$ cat config.mk
export PLATFORM = sky130hd
export DESIGN_NAME = clock_boundary
export DESIGN_NICKNAME = d
export VERILOG_FILES = /design/src/rtl/clock_boundary.sv
export SDC_FILE = /design/constraint.sdc
export NUM_CORES = 1
export LEC_CHECK = 0
export BUFFER_PORTS_ARGS = -buffer_cell sky130_fd_sc_hd__buf_2
export CAP_MARGIN = 20
export CORE_MARGIN = 2
export CORE_UTILIZATION = 40
export DETAILED_ROUTE_END_ITERATION = 10
export GPL_ROUTABILITY_DRIVEN = 0
export GPL_TIMING_DRIVEN = 0
export SLEW_MARGIN = 5
export SYNTH_ARGS = -nofsm -noshare
export SYNTH_HDL_FRONTEND = slang
export SYNTH_SLANG_ARGS = --single-unit
$ cat constraint.sdc
create_clock -name clk -period 17.1 [get_ports clk]
set_input_delay 3.42 -clock clk [delete_from_list [all_inputs] [get_ports clk]]
set_output_delay 3.42 -clock clk [all_outputs]
set_load 0.03 [all_outputs]
$ cat src/rtl/clock_boundary.sv
// clock_boundary
//   Link-retiming stage on an inter-ring link of the hierarchical ring. Each cycle one flit word
//   enters, is normalised (invalid slots forced to all-zero), and leaves exactly LATENCY rising
//   edges later. There is no back-pressure, so every slot is delivered in order and none is
//   dropped. An asynchronous reset discards every in-flight word.
//
// Parameters
//   WIDTH    flit word width; bit WIDTH-1 is the valid bit and the rest is payload
//   LATENCY  register stages from port0_ci to port0_co; legal range 1..8
//
// Ports
//   clk       single clock; all state updates on its rising edge
//   rst       asynchronous, active-high reset; clears every stage register
//   port0_ci  incoming flit word  {valid, payload}
//   port0_co  outgoing flit word, same format, driven straight from the last stage register

module clock_boundary #(
  parameter int unsigned WIDTH   = 128,
  parameter int unsigned LATENCY = 2
) (
  input  logic             clk,
  input  logic             rst,
  input  logic [WIDTH-1:0] port0_ci,
  output logic [WIDTH-1:0] port0_co
);

  // Stage i lives in stage_q[i]; stage_q[LATENCY-1] drives the output.
  logic [LATENCY-1:0][WIDTH-1:0] stage_q;
  logic [WIDTH-1:0]              stage_d;

  // Idle slots are zeroed on entry so stale payload never crosses the boundary.
  always_comb begin
    stage_d = '0;
    if (port0_ci[WIDTH-1]) begin
      stage_d = port0_ci;
    end
  end

  always_ff @(posedge clk or posedge rst) begin
    if (rst) begin
      stage_q <= '0;
    end else begin
      stage_q[0] <= stage_d;
      for (int unsigned i = 1; i < LATENCY; i++) begin
        stage_q[i] <= stage_q[i-1];
      end
    end
  end

  // Registered output only; no combinational path from port0_ci.
  assign port0_co = stage_q[LATENCY-1];

endmodule

==> key figures, run 1 <==
Run status
  – Run status: finished clean

Job
  – Max-Cap Viols: 0

Floorplan
  – IO Count: 258
  – DIE HEIGHT: 148 microns
  – Initial Utilization: 40.9%
  – Die width: 148 microns
  – Die area: 22000 sq um
  – Core area: 20400 sq um
  – Core Rows: 52

STA
  – Crit share post-route: 26.9%
  – RSZ-0062 raised after global routing: false
  – Setup WS post-layout: 12.49 ns
  – Fmax: 0.217 GHz
  – Worst Max-Slew Pin Slew: 0.887 ns
  – Final Max Tran Viols: 0
  – Worst hold slack: 0.341 ns
  – Setup TNS Final: 0 ns
  – Max transition margin: 40.9%
  – Skew final: 0.00627 ns
  – Final Hold Viols: 0
  – Fin crit period: 4.61 ns
  – # setup viols final: 0

Setup path
  – Worst Path Arrival: 1.19 ns
  – Reg2Reg Depth: 0
  – Crit path max-delay cell type: dfrtp_1
  – Crit path capture type: primary output
  – CP Cell Sequence: buf_4, buf_2
  – Crit-path max cell delay: 0.38 ns
  – Worst setup SP type: flip-flop
  – CP max FO: 1
  – Critical Path RT: 13.68 ns
  – Setup CP Type: reg2out

Worst hold path
  – Cell depth of the worst hold path: 0
  – HP Class: reg2reg

Final layout
  – Fin area: 10900 sq um
  – Layout area overhead: 30.2%
  – Fraction of layout cells with a size suffix above 1: 56.9%
  – Most frequent cells in the layout: 257 x buf_2, 256 x dfrtp_1, 128 x buf_4
  – Nets: 942
  – Most common cell after layout, fill and taps aside: buf_2

Routing
  – WL final: 15000 microns
  – Metal-1 WL: 5870 microns
  – Met2 WL: 7610 microns
  – WL met3: 1060 microns
  – Via density: 3.97
  – DRC: 0
  – ANT nets after route: 0
  – Vias post-DR: 4371
  – Iter 0 DRT Violations: 127
  – Top sig layer: met4
  – Wire per inst: 13.7 microns
  – 1st-pass router iterations: 4

Global routing
  – First-pass GRT wire length: 23700 microns
  – Initial antenna violation count: 1
  – Largest net degree at the start of global routing: 133
  – Global Route Usage Sum: 13.6%
  – Number of global-route vias before repair: 4712
  – GRT overflow: 0

Power and ir drop
  – Pint: 0.00102 W
  – Clock power frac: 42.2%
  – Pwr Density: 121 nW/um^2
  – Seq pwr share: 48.9%
  – Peak supply drop: 63.8 uV
  – Leakage power: 5.97 nW
  – Sw frac: 22.4%
  – Total power: 0.00132 W
  – Switching pwr: 0.000296 W
  – Share of total power in combinational logic: 8.8%

Synth
  – Synth cell types: 9
  – Netlist Area Pre-Place: 8340 sq um
  – Avg Cell Area, Syn: 15.9 sq um
  – Mapped Cells: 526
  – Syn_nets: 656
  – Synthesized flop and latch total: 256
  – Yosys warns: 0
  – Register area share after synthesis: 76.8%

Clock tree
  – CTS clk-pin slew, worst paths: 0.06 ns
  – Longest Clk Path Bufs: 3
  – Sink Count: 256
  – CTS buffer count: 26
  – Root Buffer: clkbuf_16
  – Clock latency on the worst-skew pair: 0.51 ns
  – Post-CTS Setup Bufs: 0
  – H-tree depth: 1
  – Cts hold-fix bufs: 0
  – CTS tree: yes
  – Post-cts resize count: 0

Placement
  – Post-DP HPWL: 10500 microns
  – Post-DP Area: 10000 sq um
  – Worst slack, placed: 12.31 ns
  – Port Buffers: 257
## power by group through the flow
stage                     Clock [W]  Combinational (W)  Sequential, W
after floorplan                   0          0.0000809       0.000653
after global placement            0           0.000116       0.000655
after detailed placement          0           0.000119       0.000656
after CTS                  0.000575           0.000119       0.000645
after global routing       0.000603           0.000126       0.000647
final                      0.000556           0.000117       0.000645
## layout make-up
cell class / count / area (sq um)
sequential: 256 / 6410
multi-input combinational: 127 / 858
antenna: 2 / 5.00
clock inverter: 11 / 115
tap: 270 / 338
timing repair buffer: 258 / 1310
buffer: 142 / 1070
inverter: 1 / 11.3
clock buffer: 34 / 742
fill: 1733 / 9500
## routing by layer
| metal | up-vias | global-route usage [%] |
|---|---|---|
| met2 | 153 | 23.1 |
| met5 | - | 0 |
| met4 | 0 | 6.19 |
| met1 | 2140 | 16.5 |
| li1 | 2035 | - |
| met3 | 43 | 3.47 |
## path summary, 6_finish.rpt
| path | from | to | slack, ns |
|---|---|---|---|
| max in group asynchronous | rst | stage_q[76] | 12.99 |
| worst min register to register | stage_q[31] | port0_co[31] | 0.34 |
| min in group asynchronous | rst | stage_q[119] | 3.04 |
| worst max register to register | stage_q[51] | port0_co[51] | 16.60 |
| worst min-delay path | stage_q[31] | port0_co[31] | 0.34 |
| worst max-delay path | port0_co[76] | port0_co[76] | 12.49 |
## metrics by stage
step | util, % | cells
after floorplan | - | 526
after global placement | 48.9 | 1053
after detailed placement | 49.1 | 1054
after CTS | 53.3 | 1099
after global routing | 53.3 | 1100
final | 53.3 | 1101
## kinds of logic after synthesis
family	Yosys count	synth area share, %
buffers and inverters	143	12.9
DFF	256	76.8
and+or+nand+nor	127	10.3
## Yosys cell counts, drive strengths merged
| master | count | share of area (%) |
|---|---|---|
| clkbuf | 9 | 0.54 |
| and2 | 127 | 10 |
| buf | 133 | 12 |
| inv | 1 | 0.045 |
| dfrtp | 256 | 77 |
## worst max-delay path, delay by kind of cell (launching register included)
family,cells,cell delay [ns]
flops,1,0.38
buf+inv,2,0.29
## state kept, by name, summed over array words and instances, names as in the netlist
signal	cells
port0_co	128
stage_q	128
No activity file was read; power rests on OpenSTA's default activity.
==> run 2: changes to the inputs <==
--- a/config.mk
+++ b/config.mk
@@ -5,6 +5,7 @@
 export SDC_FILE = /design/constraint.sdc
 export NUM_CORES = 1
 export LEC_CHECK = 0
+export ABC_AREA = 1
 export BUFFER_PORTS_ARGS = -buffer_cell sky130_fd_sc_hd__buf_2
 export CAP_MARGIN = 20
 export CORE_MARGIN = 2
@@ -12,6 +13,7 @@
 export DETAILED_ROUTE_END_ITERATION = 10
 export GPL_ROUTABILITY_DRIVEN = 0
 export GPL_TIMING_DRIVEN = 0
+export PLACE_DENSITY = 0.67
 export SLEW_MARGIN = 5
 export SYNTH_ARGS = -nofsm -noshare
 export SYNTH_HDL_FRONTEND = slang
==> constraint.sdc (replaced) <==
create_clock -name clk -period 4.2 [get_ports clk]
set_input_delay 0.84 -clock clk [delete_from_list [all_inputs] [get_ports clk]]
set_output_delay 0.84 -clock clk [all_outputs]
set_load 0.03 [all_outputs]
==> run 2 against run 1 <==
- combinational power increased to 4.2 times the previous value
- power increased to 4.1 times the previous value
- critical path depth unchanged
- via count increased by 7.1%
- setup slack got worse by 10 ns
- sequential power increased to 4.1 times the previous value
- flip-flop and latch count unchanged
- sequential share of layout area decreased by 1.0 points
- largest power group unchanged
==> key figures, run 2 <==
Run status
  – Run status: finished clean

STA
  – Final Max Tran Viols: 0
  – Final Hold Viols: 0
  – Skew final: 0.00460 ns
  – Setup WS post-layout: 2.19 ns
  – Fmax: 0.498 GHz
  – Fin crit period: 2.01 ns
  – Setup TNS Final: 0 ns
  – RSZ-0062 raised after global routing: false
  – # setup viols final: 0
  – Worst Max-Slew Pin Slew: 0.474 ns
  – Crit share post-route: 47.8%
  – Max transition margin: 68.3%

Placement
  – Post-DP HPWL: 10800 microns
  – Worst slack, placed: 2.15 ns
  – Post-DP Area: 10200 sq um
  – Port Buffers: 257

Power and ir drop
  – Leakage power: 6.87 nW
  – Total power: 0.00535 W
  – Pwr Density: 484 nW/um^2
  – Peak supply drop: 294 uV

Floorplan
  – Core Rows: 53
  – Die width: 149 microns
  – Initial Utilization: 40.5%
  – Core area: 20900 sq um
  – DIE HEIGHT: 149 microns
  – IO Count: 258
  – Die area: 22300 sq um

Setup path
  – R2R Path End: port0_co[105]
  – RR Startpoint: stage_q[105]
  – Worst setup SP type: flip-flop
  – Reg2Reg Depth: 0
  – Worst Path Arrival: 1.17 ns
  – CP max FO: 1
  – FF-to-FF setup slack: 3.72 ns
  – Crit path capture type: primary output
  – Setup CP Type: reg2out
  – Critical Path RT: 3.36 ns
  – Critical Path Start: port0_co[78]
  – Worst setup path end: port0_co[78]

Synth
  – Synth cell types: 9
  – Avg Cell Area, Syn: 12.9 sq um
  – Largest family of logic cells by synthesized area: buffers and inverters
  – Netlist Area Pre-Place: 8450 sq um
  – Post-synthesis mux area share: 0%
  – Syn_nets: 783
  – Post-Synth Adder-Cell Area: 0%
  – Register area share after synthesis: 75.8%
  – Top-count cell post-synth: dfrtp_1
  – Post-synth EDFFs: 0
  – Async set-reset flop share out of synthesis: 100%
  – Synth Area in Simple Gates: 5.94%
  – Main synth FF type: dfrtp_1
  – Complex-gate fraction of the synthesized area: 0%
  – Yosys warns: 0
  – Area contributors post-synth: dfrtp_1 76%, buf_4 11%, inv_1 5.2%
  – Xor-xnor portion of the synthesized cell area: 0%
  – Post-synth top area share: 75.8%
  – Synth area leader: dfrtp_1
  – Synthesized flop and latch total: 256
  – Post-synth top cells: 256 x dfrtp_1, 129 x buf_4, 118 x inv_1
  – Mapped Cells: 653

Clock tree
  – Longest Clk Path Bufs: 3
  – Post-cts resize count: 0
  – Root Buffer: clkbuf_16
  – Clock latency on the worst-skew pair: 0.50 ns
  – CTS clk-pin slew, worst paths: 0.06 ns
  – Cts hold-fix bufs: 0
  – Post-CTS Setup Bufs: 0
  – H-tree depth: 1
  – CTS tree: yes
  – Sink Count: 256
  – CTS buffer count: 25

Final layout
  – Final Util: 52.9%
  – Most frequent cells in the layout: 266 x buf_2, 256 x dfrtp_1, 129 x buf_4
  – Layout area overhead: 30.8%
  – Nets: 1073
  – Fraction of layout cells with a size suffix above 1: 48.6%
  – Fin area: 11100 sq um
  – Most common cell after layout, fill and taps aside: buf_2

Routing
  – Via density: 3.78
  – Wire per inst: 12.0 microns
  – 1st-pass router iterations: 4
  – Iter 0 DRT Violations: 86
  – DRC: 0
  – Vias post-DR: 4681
  – WL final: 14900 microns
  – ANT nets after route: 0

Global routing
  – Largest net degree at the start of global routing: 45
  – First-pass GRT wire length: 23100 microns
  – GRT overflow: 0
  – Number of global-route vias before repair: 4634
  – Initial antenna violation count: 2
  – Global Route Usage Sum: 13.3%

Job
  – Max-Cap Viols: 0

Worst hold path
  – HP Class: reg2reg
==> run 2: critical path, cell delays in order, from the launching register on <==
cell and delay (ns):
dfrtp_1 0.37, buf_4 0.13, buf_2 0.16
==> run 2: final cells by class <==
cell class	instances	area [sq um]
Multi-Input combinational cell	127	502
Antenna cell	2	5.00
Clock inverter	8	97.6
Inverter	128	484
Clock buffer	36	747
Sequential cell	256	6410
Buffer	142	1060
Tap cell	275	344
Fill cell	1840	9830
Timing Repair Buffer	263	1410
==> run 2: where the power goes <==
part / internal [W] / switching, W
Combinational: 0.000198 / 0.000292
Sequential: 0.00259 / 0.0000307
Clock: 0.00136 / 0.000881
Total: 0.00414 / 0.00120
==> run 2: worst min path at each step <==
| stage | from | end | slack [ns] | cells past startpoint |
|---|---|---|---|---|
| floorplan | stage_q[0] | port0_co[0] | 0.33 | 0 |
| global placement | stage_q[79] | port0_co[79] | 0.33 | 0 |
| detailed placement | stage_q[103] | port0_co[103] | 0.33 | 0 |
| CTS | stage_q[127] | port0_co[127] | 0.34 | 0 |
| global route | stage_q[82] | port0_co[82] | 0.35 | 0 |
| finish | stage_q[127] | port0_co[127] | 0.34 | 0 |
==> run 2: per-layer routing <==
metal  part of all wire [%]  wire length (microns)  track usage, %
met1                     38                   5730            16.0
met2                     51                   7610            22.4
met3                    8.0                   1190            4.37
met4                    2.4                    352            4.71
met5                      0                      0               0
==> run 2: per-stage QoR <==
| stage | std cells | hold slack, ns |
|---|---|---|
| floorplan | 653 | 0.331 |
| global placement | 1185 | 0.331 |
| detailed placement | 1191 | 0.335 |
| CTS | 1235 | 0.344 |
| global route | 1237 | 0.348 |
| finish | 1237 | 0.342 |
==> run 2: cell families after synthesis <==
logic type | Yosys count
flops | 256
buf+inv | 270
simple gates | 127
